[src/rtl/fp_addsub_pipe.sv]
// Parametrised IEEE-754 add/subtract, three register stages (align, add, normalise/round/pack)
// with a valid/ready handshake where the whole pipe stalls together on backpressure.
module fp_addsub_pipe #(
  parameter int unsigned EXP_W = 8,
  parameter int unsigned MAN_W = 23
) (
  input  logic                   clk,
  input  logic                   rst_n,
  input  logic                   in_valid,
  output logic                   in_ready,
  input  logic                   sub,
  input  logic                   rnd,
  input  logic [EXP_W+MAN_W:0]   a,
  input  logic [EXP_W+MAN_W:0]   b,
  output logic                   out_valid,
  input  logic                   out_ready,
  output logic [EXP_W+MAN_W:0]   y,
  output logic                   overflow,
  output logic                   invalid,
  output logic                   zero
);

  localparam int unsigned W   = 1 + EXP_W + MAN_W;
  localparam int unsigned MW  = MAN_W + 4;  // hidden + fraction + guard/round/sticky
  localparam int unsigned LZW = $clog2(MW + 1);
  localparam int unsigned EW1 = EXP_W + 1;
  localparam int unsigned FW2 = MAN_W + 2;

  localparam logic [EXP_W-1:0] ALL1 = {EXP_W{1'b1}};
  localparam logic [W-1:0]     QNAN = {1'b0, {EXP_W{1'b1}}, 1'b1, {(MAN_W-1){1'b0}}};

  function automatic logic [LZW-1:0] lzc_f(input logic [MW-1:0] v);
    lzc_f = LZW'(MW);
    for (int unsigned i = 0; i < MW; i++) begin
      if (v[i]) lzc_f = LZW'(MW - 1 - i);
    end
  endfunction

  logic advance;
  assign advance  = !out_valid || out_ready;
  assign in_ready = advance;

  // ---------------------------------------------------------------- S1: unpack / align
  logic             sa, sb, ha, hb, swap;
  logic             nan_a, nan_b, inf_a, inf_b;
  logic [EXP_W-1:0] ea, eb, e_big, e_diff;
  logic [MW-1:0]    ma, mb, m_big, m_small, m_al;
  logic [2*MW-1:0]  sh_wide;
  logic             spec_d, sinv_d, sovf_d;
  logic [W-1:0]     sy_d;

  always_comb begin
    sa      = a[W-1];
    sb      = b[W-1] ^ sub;
    ha      = |a[W-2:MAN_W];
    hb      = |b[W-2:MAN_W];
    ea      = ha ? a[W-2:MAN_W] : EXP_W'(1);
    eb      = hb ? b[W-2:MAN_W] : EXP_W'(1);
    ma      = {ha, a[MAN_W-1:0], 3'b000};
    mb      = {hb, b[MAN_W-1:0], 3'b000};
    swap    = eb > ea;
    e_big   = swap ? eb : ea;
    e_diff  = swap ? (eb - ea) : (ea - eb);
    m_big   = swap ? mb : ma;
    m_small = swap ? ma : mb;
    sh_wide = '0;
    if (32'(e_diff) >= MW) begin
      m_al = {{(MW-1){1'b0}}, |m_small};
    end else begin
      // Lower half collects everything shifted past the sticky position.
      sh_wide = {m_small, {MW{1'b0}}} >> e_diff;
      m_al    = {sh_wide[2*MW-1:MW+1], sh_wide[MW] | (|sh_wide[MW-1:0])};
    end

    nan_a  = (&a[W-2:MAN_W]) && (|a[MAN_W-1:0]);
    nan_b  = (&b[W-2:MAN_W]) && (|b[MAN_W-1:0]);
    inf_a  = (&a[W-2:MAN_W]) && !(|a[MAN_W-1:0]);
    inf_b  = (&b[W-2:MAN_W]) && !(|b[MAN_W-1:0]);
    spec_d = nan_a || nan_b || inf_a || inf_b;
    sinv_d = nan_a || nan_b || (inf_a && inf_b && (sa != sb));
    sovf_d = spec_d && !sinv_d;
    sy_d   = sinv_d ? QNAN : {(inf_a ? sa : sb), ALL1, {MAN_W{1'b0}}};
  end

  logic             s1_valid_q, s1_sign_big_q, s1_sign_small_q, s1_rnd_q;
  logic             s1_spec_q, s1_inv_q, s1_ovf_q;
  logic [EXP_W-1:0] s1_exp_q;
  logic [MW-1:0]    s1_m_big_q, s1_m_small_q;
  logic [W-1:0]     s1_sy_q;

  // ---------------------------------------------------------------- S2: add / subtract
  logic [MW:0]    diff, mag_d;
  logic           sign2_d;
  logic [LZW-1:0] lzc_d;

  always_comb begin
    diff    = {1'b0, s1_m_big_q} - {1'b0, s1_m_small_q};
    mag_d   = diff;
    sign2_d = s1_sign_big_q;
    if (s1_sign_big_q == s1_sign_small_q) begin
      mag_d = {1'b0, s1_m_big_q} + {1'b0, s1_m_small_q};
    end else if (diff[MW]) begin
      mag_d   = -diff;
      sign2_d = s1_sign_small_q;
    end
    lzc_d = lzc_f(mag_d[MW-1:0]);
  end

  logic             s2_valid_q, s2_sign_q, s2_rnd_q;
  logic             s2_spec_q, s2_inv_q, s2_ovf_q;
  logic [EXP_W-1:0] s2_exp_q;
  logic [MW:0]      s2_mag_q;
  logic [LZW-1:0]   s2_lzc_q;
  logic [W-1:0]     s2_sy_q;

  // ---------------------------------------------------------------- S3: normalise / round / pack
  logic [MW-1:0]  m_n;
  logic [EW1-1:0] e_n, e_r;
  logic [31:0]    lz32, em1, sh;
  logic [FW2-1:0] rounded;
  logic           inc, hid;
  logic [W-1:0]   y_d;
  logic           ovf_d, inv_d, zero_d;

  always_comb begin
    lz32 = 32'(s2_lzc_q);
    em1  = 32'(s2_exp_q) - 32'd1;
    sh   = '0;
    if (s2_mag_q[MW]) begin
      m_n = {s2_mag_q[MW:2], s2_mag_q[1] | s2_mag_q[0]};
      e_n = {1'b0, s2_exp_q} + EW1'(1);
    end else begin
      // Never normalise below exponent 1; what remains unnormalised is a denormal.
      sh  = (lz32 < em1) ? lz32 : em1;
      m_n = s2_mag_q[MW-1:0] << sh;
      e_n = {1'b0, s2_exp_q} - EW1'(sh);
    end
    inc     = s2_rnd_q && m_n[2] && (m_n[1] || m_n[0] || m_n[3]);
    rounded = {1'b0, m_n[MW-1:3]} + FW2'(inc);
    hid     = rounded[MAN_W+1] || rounded[MAN_W];
    e_r     = e_n + EW1'(rounded[MAN_W+1]);

    ovf_d = 1'b0;
    inv_d = 1'b0;
    if (s2_spec_q) begin
      y_d   = s2_sy_q;
      ovf_d = s2_ovf_q;
      inv_d = s2_inv_q;
    end else if (s2_mag_q == '0) begin
      y_d = '0;
    end else if (hid && (e_r >= {1'b0, ALL1})) begin
      y_d   = {s2_sign_q, ALL1, {MAN_W{1'b0}}};
      ovf_d = 1'b1;
    end else begin
      y_d = {s2_sign_q, (hid ? e_r[EXP_W-1:0] : {EXP_W{1'b0}}), rounded[MAN_W-1:0]};
    end
    zero_d = !s2_spec_q && !(|y_d[W-2:0]);
  end

  // ---------------------------------------------------------------- state
  always_ff @(posedge clk or negedge rst_n) begin
    if (!rst_n) begin
      s1_valid_q <= 1'b0;
      s2_valid_q <= 1'b0;
      out_valid  <= 1'b0;
      y          <= '0;
      overflow   <= 1'b0;
      invalid    <= 1'b0;
      zero       <= 1'b0;
    end else if (advance) begin
      s1_valid_q <= in_valid;
      s2_valid_q <= s1_valid_q;
      out_valid  <= s2_valid_q;
      if (s2_valid_q) begin
        y        <= y_d;
        overflow <= ovf_d;
        invalid  <= inv_d;
        zero     <= zero_d;
      end
    end
  end

  always_ff @(posedge clk) begin
    if (advance && in_valid) begin
      s1_sign_big_q   <= swap ? sb : sa;
      s1_sign_small_q <= swap ? sa : sb;
      s1_exp_q        <= e_big;
      s1_m_big_q      <= m_big;
      s1_m_small_q    <= m_al;
      s1_rnd_q        <= rnd;
      s1_spec_q       <= spec_d;
      s1_inv_q        <= sinv_d;
      s1_ovf_q        <= sovf_d;
      s1_sy_q         <= sy_d;
    end
    if (advance && s1_valid_q) begin
      s2_sign_q <= sign2_d;
      s2_exp_q  <= s1_exp_q;
      s2_mag_q  <= mag_d;
      s2_lzc_q  <= lzc_d;
      s2_rnd_q  <= s1_rnd_q;
      s2_spec_q <= s1_spec_q;
      s2_inv_q  <= s1_inv_q;
      s2_ovf_q  <= s1_ovf_q;
      s2_sy_q   <= s1_sy_q;
    end
  end

endmodule
[config.mk]
export PLATFORM = sky130hd
export DESIGN_NAME = fp_addsub_pipe
export DESIGN_NICKNAME = d
export VERILOG_FILES = /design/src/rtl/fp_addsub_pipe.sv
export SDC_FILE = /design/constraint.sdc
export NUM_CORES = 1
export LEC_CHECK = 0
export CORE_MARGIN = 1.5
export CORE_UTILIZATION = 33
export CTS_CLUSTER_DIAMETER = 100
export DETAILED_ROUTE_END_ITERATION = 7
export PLACE_DENSITY_LB_ADDON = 0.3
export SYNTH_ARGS = -nofsm -noshare
export SYNTH_HDL_FRONTEND = slang
export SYNTH_SLANG_ARGS = --single-unit
[constraint.sdc]
create_clock -name clk -period 7.7 [get_ports clk]
set_clock_uncertainty 0.05 [all_clocks]
set_input_delay 1.155 -clock clk [delete_from_list [all_inputs] [get_ports clk]]
set_output_delay 1.155 -clock clk [all_outputs]
set_load 0.02 [all_outputs]
**After elaboration in Yosys (flattened, before gate mapping)**

Index checks and enable logic that the tools add are counted.

- Flip-flop bits (word level): 216
- Latch bits: 0
- Bits in writable memories: 0
- ROM bits: 0
- Output and inout bits: 37
- Logic and storage cells: 147
- Memories kept: 0

- Add/sub/neg operators: 10
- Multipliers: 0
- Div/mod/pow operators: 0
- Order comparisons: 4
- Equal/unequal tests: 2
- Shift-type cells: 2
- Multiplexer cells: 52
- Bitwise gates (word level): 3
- Reduce and logical (&&, ||, !) cells: 42

Operator list:

| kind | count |
|---|---|
| $mux W32 | 3 |
| $mux W27 | 3 |
| $mux W28 | 2 |
| $reduce_or A27 Y1 | 2 |
| $shr A54 B8 Y54 | 1 |
| $mux W5 | 10 |
| $reduce_or A23 Y1 | 2 |
| $mux W8 | 5 |
| $lt A5 B32 Y1 | 1 |
| $mux W4 | 8 |
| $shl A27 B32 Y27 | 1 |
| $mux W31 | 1 |
| $reduce_or A31 Y1 | 1 |
| $add A27 B27 Y28 | 1 |
| $logic_not A28 Y1 | 1 |
| $neg A28 Y28 | 1 |
| $sub A27 B27 Y28 | 1 |
| $add A24 B1 Y25 | 1 |
| $reduce_or A8 Y1 | 3 |
| $mux W23 | 1 |
| $reduce_and A8 Y1 | 2 |
| $reduce_or A16 Y1 | 1 |
| $sub A8 B8 Y8 | 2 |
| $logic_and A1 B1 Y1 | 13 |
| 20 further kinds | 48 |

**Depth between registers and ports, before layout**

- Depth in word-level cells: 30
- Gate-level depth with buffers: 35

**Worst setup path before layout**

OpenSTA, ideal clock, no wires.

- Kind: register -> register
- Start: reg s2_exp_q[0]
- End: reg y[11]
- Arrival: 6.644 ns
- Data required time: 7.584 ns
- Slack: 0.939 ns
- Cell stages (with the launch flop): 36
- Clock period less this slack: 6.761 ns
- Cell sequence: edfxtp_1 -> inv_1 -> clkbuf_1 -> buf_1 -> ha_1 -> xor2_1 -> inv_1 -> ha_1 -> o21ai_0 -> o21ai_0 -> a21o_1 -> buf_2 -> buf_2 -> nand3_2 -> o2111ai_1 -> o22a_1 -> o31ai_1 -> and2_1 -> ha_1 -> and2_0 -> clkbuf_1 -> nand3_1 -> nor2_1 -> nand3_1 -> nor3_1 -> ha_1 -> ha_1 -> nand2_1 -> nor3_1 -> nand3_1 -> xnor2_1 -> a41o_1 -> a21boi_2 -> buf_2 -> nand3_1 -> nand2_1

- Longest elaborated chain between the ends: 15
- Elaborated cells on any way between the ends: 20
- Those cells by class: add/sub (5); order compare (2); shift (1); mux (6); reduce/logical (6)

Ends and longest elaborated chain:

| item | line | text |
|---|---|---|
| start: declaration | 111 | `logic [EXP_W-1:0] s2_exp_q;` |
| start signal: assignment | 198 | `s2_exp_q <= s1_exp_q;` |
| $sub A8 B1 Y9 | 127 | `em1 = 32'(s2_exp_q) - 32'd1;` |
| $lt A5 B32 Y1 | 134 | `sh = (lz32 < em1) ? lz32 : em1;` |
| $mux W32 | 134 |  |
| $shl A27 B32 Y27 | 135 | `m_n = s2_mag_q[MW-1:0] << sh;` |
| $mux W27 | 129 | `if (s2_mag_q[MW]) begin` |
| $logic_or A1 B1 Y1 (2 in a row) | 138 | `inc = s2_rnd_q && m_n[2] && (m_n[1] \|\| m_n[0] \|\| m_n[3]);` |
| $logic_and A1 B1 Y1 | 138 |  |
| $add A24 B1 Y25 | 139 | `rounded = {1'b0, m_n[MW-1:3]} + FW2'(inc);` |
| $add A9 B1 Y9 | 141 | `e_r = e_n + EW1'(rounded[MAN_W+1]);` |
| $ge A9 B8 Y1 | 151 | `end else if (hid && (e_r >= {1'b0, ALL1})) begin` |
| $logic_and A1 B1 Y1 | 151 |  |
| $mux W31 * | 151 |  |
| $mux W32 * | 149 | `end else if (s2_mag_q == '0) begin` |
| $mux W32 * | 145 | `if (s2_spec_q) begin` |
| end signal: assignment | 175 | `y <= y_d;` |
| end: declaration | 17 | `output logic [EXP_W+MAN_W:0] y,` |

Every way passes the cells marked *; elsewhere a longest branch is shown, timed or not.
A chain may end at the register's enable or synchronous reset.

**Worst setup path after layout**

- Start: reg s2_exp_q[1]
- End: reg zero

- Longest elaborated chain between the ends: 18
- Elaborated cells on any way between the ends: 24
- Those cells by class: add/sub (5); order compare (2); shift (1); mux (7); reduce/logical (9)

Ends and longest elaborated chain:

| item | line | text |
|---|---|---|
| $sub A8 B1 Y9 | 127 |  |
| $lt A5 B32 Y1 | 134 |  |
| $mux W32 | 134 |  |
| $shl A27 B32 Y27 | 135 |  |
| $mux W27 | 129 |  |
| $logic_or A1 B1 Y1 (2 in a row) | 138 |  |
| $logic_and A1 B1 Y1 | 138 |  |
| $add A24 B1 Y25 | 139 |  |
| $add A9 B1 Y9 | 141 |  |
| $ge A9 B8 Y1 | 151 |  |
| $logic_and A1 B1 Y1 | 151 |  |
| $mux W31 * | 151 |  |
| $mux W32 * | 149 |  |
| $mux W32 * | 145 |  |
| $reduce_or A31 Y1 * | 157 | `zero_d = !s2_spec_q && !(\|y_d[W-2:0]);` |
| $logic_not A1 Y1 * | 157 |  |
| $logic_and A1 B1 Y1 * | 157 |  |
| end signal: assignment | 178 | `zero <= zero_d;` |
| end: declaration | 20 | `output logic zero` |

Marks and branches as above.

==> metrics.txt <==
Yosys cell types=109; CP bufs+invs=4; reg-to-reg critical path startpoint=s2_exp_q[1]; hold endpoint=s2_ovf_q; Synth area leaders=edfxtp_1 21%, ha_1 6.4%, dfrtp_1 6.0%; worst-path maximum fanout=28; Hold Crit Class=reg2reg; number of enable flip-flop cells after synthesis=113; fin crit share=93.3%; n_diodes=0; Sink Count=between 150 and 200; CP top delay family=simple AND/OR/NAND/NOR gates; Synth top area share=21.3%; die area=0.0497 mm²; top-count cell post-synth=nand2_1; initial antenna violation count=0; Post-CTS Setup Bufs=0; gr ovfl total=0; LEAKAGE=between 7 and 8 nW; #FFs+latches synth=151; number of synthesis warnings=0; DR iter-0 viols=~1400; Final ANT Viol Nets=0; required time worst endpoint=7980 ps; dpl hpwl=roughly 42000 µm; final setup fails=0; Final #Nets=about 2200; Hold Path Origin=s1_ovf_q; CTS tree=yes; Top FF cell, synth=edfxtp_1; Post-Syn Area=0.0160 mm²; slowest CP cell=edfxtp_1; vias in the first global route=14237; Critical Path Start=s2_exp_q[1]; cell mode on critical path=ha_1; PostCTS Resize Cnt=0; Clock Path Buffers=2; port bufs=106; synthesis-to-layout area growth=14.2%; Die Y=~220 µm; CP endpoint kind=flip-flop; pwr dens=299 mW/mm²; Period minus WS final=7180 ps; Cells after Synth=around 2000; vias per cell=5.77; Critical Path Source Type=flip-flop; share of cells above drive strength 1=under 10%; Data arrival, critical path=7460 ps; core area=about 0.048 mm²; Seq/Total Area, Yosys=a little over a quarter; Reg2Reg Capture Point=zero; clk slew on worst S/H paths=around 70 ps; hold path depth=0; Die Width=223 µm; DRT Pass-1 Iters=6; cell row count=80; Clock Latency Late Sink=440 ps; cell accounting for the most synthesized area=edfxtp_1; Worst-Margin Slew=1190 ps; Clock Tree Root=clkbuf_16; initial core utilization=33.4%; WHS=between 300 and 400 ps; status=completed; FF-to-FF path depth=31; hold_buf cts=0; total CTS buffers=17; Final Max Tran Viols=0; Final Routed Wirelength=52800 µm; I/O Pins=107; Residual DRC=0; final hold vios=0; All-Layer GR Usage=slightly above 20%; power after layout=between 0.005 and 0.006 W; max cap viols=0; largest net degree at the start of global routing=67; unrepaired setup endpoints after global routing=no; RD Place Congestion=between 1 and 1.5; CP Class=reg2reg; Mean Syn Cell Area=8.11 µm²; total number of vias=15149; slew margin rel.=20.1%; max incr delay on CP=500 ps; H-tree levels=4; DR WL/cell=20.1 µm; r2r setup slk=520 ps; FFs w/ async S/R, synth=25.2%; Synth top cells by count=250 x nand2_1, 158 x nor2_1, 129 x a21oi_1, 113 x edfxtp_1, 98 x inv_1; Max Clk Rate=~140 MHz; global-route wire length before repair=81100 µm; Syn Nets=2121; Max VDD drop=0.000188 V
[worst max-delay path by stage]
stage / slack [ps] / depth (start not counted) / to
floorplan: 940 / 35 / y[11]
global placement: -60 / 21 / s1_m_small_q[0]
detailed placement: 110 / 21 / s1_m_small_q[0]
CTS: 400 / 31 / zero
global route: 40 / 31 / zero
finish: 520 / 31 / zero
[cell families (layout without fill, tap and decap cells)]
group / count (synthesis) / after routing / share of synthesized area [%]
buffers and inverters: 231 / 276 / 5.88
muxes: 132 / 132 / 8.93
xor gates and xnor gates: 110 / 110 / 6.04
and+or+nand+nor: 726 / 726 / 22.0
adders and majority gates: 85 / 85 / 6.86
AOI/OAI and AO/OA: 531 / 531 / 23.1
DFF: 151 / 151 / 27.2
[per-stage QoR]
step           TNS [ps]  utilization, %  cells  area, µm²  setup slack [ps]
3_5_place_dp          0            36.8   2594      17600               113
3_3_place_gp      -56.8            36.8   2594      17600             -56.8
6_report              0            38.1   2626      18200               515
4_1_cts               0            38.1   2626      18200               404
5_1_grt               0            38.1   2626      18200              41.5
2_1_floorplan         0               -   1966      16000               939
[power breakdown]
group	total, W	internal (W)	leakage (nW)	switching, W
registers	0.00135	0.00111	1.56	0.000244
logic	0.00322	0.00121	5.20	0.00201
clock network	0.000868	0.000515	0.289	0.000352
total	0.00544	0.00283	7.05	0.00261
[flip-flops by register name (all words and copies together), names as in the netlist]
name / flops
y: 32
s2_mag_q: 28
s1_m_small_q: 27
s1_m_big_q: 24
s1_exp_q: 8
s2_exp_q: 8
s2_lzc_q: 5
s1_sy_q: 2
s2_sy_q: 2
invalid: 1
out_valid: 1
overflow: 1
s1_ovf_q: 1
s1_rnd_q: 1
s1_sign_big_q: 1
s1_sign_small_q: 1
s1_spec_q: 1
s1_valid_q: 1
s2_ovf_q: 1
s2_rnd_q: 1
s2_sign_q: 1
s2_spec_q: 1
s2_valid_q: 1
zero: 1
[metal layers]
layer  share of wire, %  vias to the layer above  global-route usage (%)  wire [µm]
met5                  0                        -                       0          0
met4                3.0                        0                    7.20       1590
met3                5.2                       89                    2.75       2730
met2                 48                      518                    35.7      25600
met1                 43                     7231                    26.7      22900
li1                   -                     7311                       -          -
[cell usage in the layout, fill, tap and decap left out, types with 11 or more instances in the layout]
cell             synthesis  layout
nand3_1                 82      82
edfxtp_1               113     113
mux2i_1                 94      93
nor2b_1                 15      15
nand4_1                 22      22
o211ai_1                11      11
o21bai_1                16      16
xnor2_1                 75      72
a22oi_1                 17      17
o31ai_1                 16      16
a311oi_1                20      20
a22o_1                  14      14
ha_1                    81      81
dfrtp_1                 38      38
and2_1                  16      14
o21a_1                  11      11
xor2_1                  35      32
nor3_1                  51      50
or3_1                   14      14
clkbuf_16                0      17
o21ai_0                 89      89
a21oi_1                129     128
buf_4                    4      34
nand2b_1                15      15
a21o_1                  25      25
a211oi_1                40      40
mux2_2                  32      32
inv_1                   98      98
nor2_1                 158     158
a31oi_1                 24      24
clkdlybuf4s50_1          0     105
nor4_1                  42      42
nand2_1                250     250
[cell type report]
type,instances,area [µm²]
Multi-Input combinational cell,1584,10700
Inverter,102,383
Tap cell,615,769
Clock buffer,17,425
Timing Repair Buffer,142,1350
Clock inverter,15,190
Fill cell,4876,29500
Sequential cell,151,4340
(Power assumes the default switching activity.)
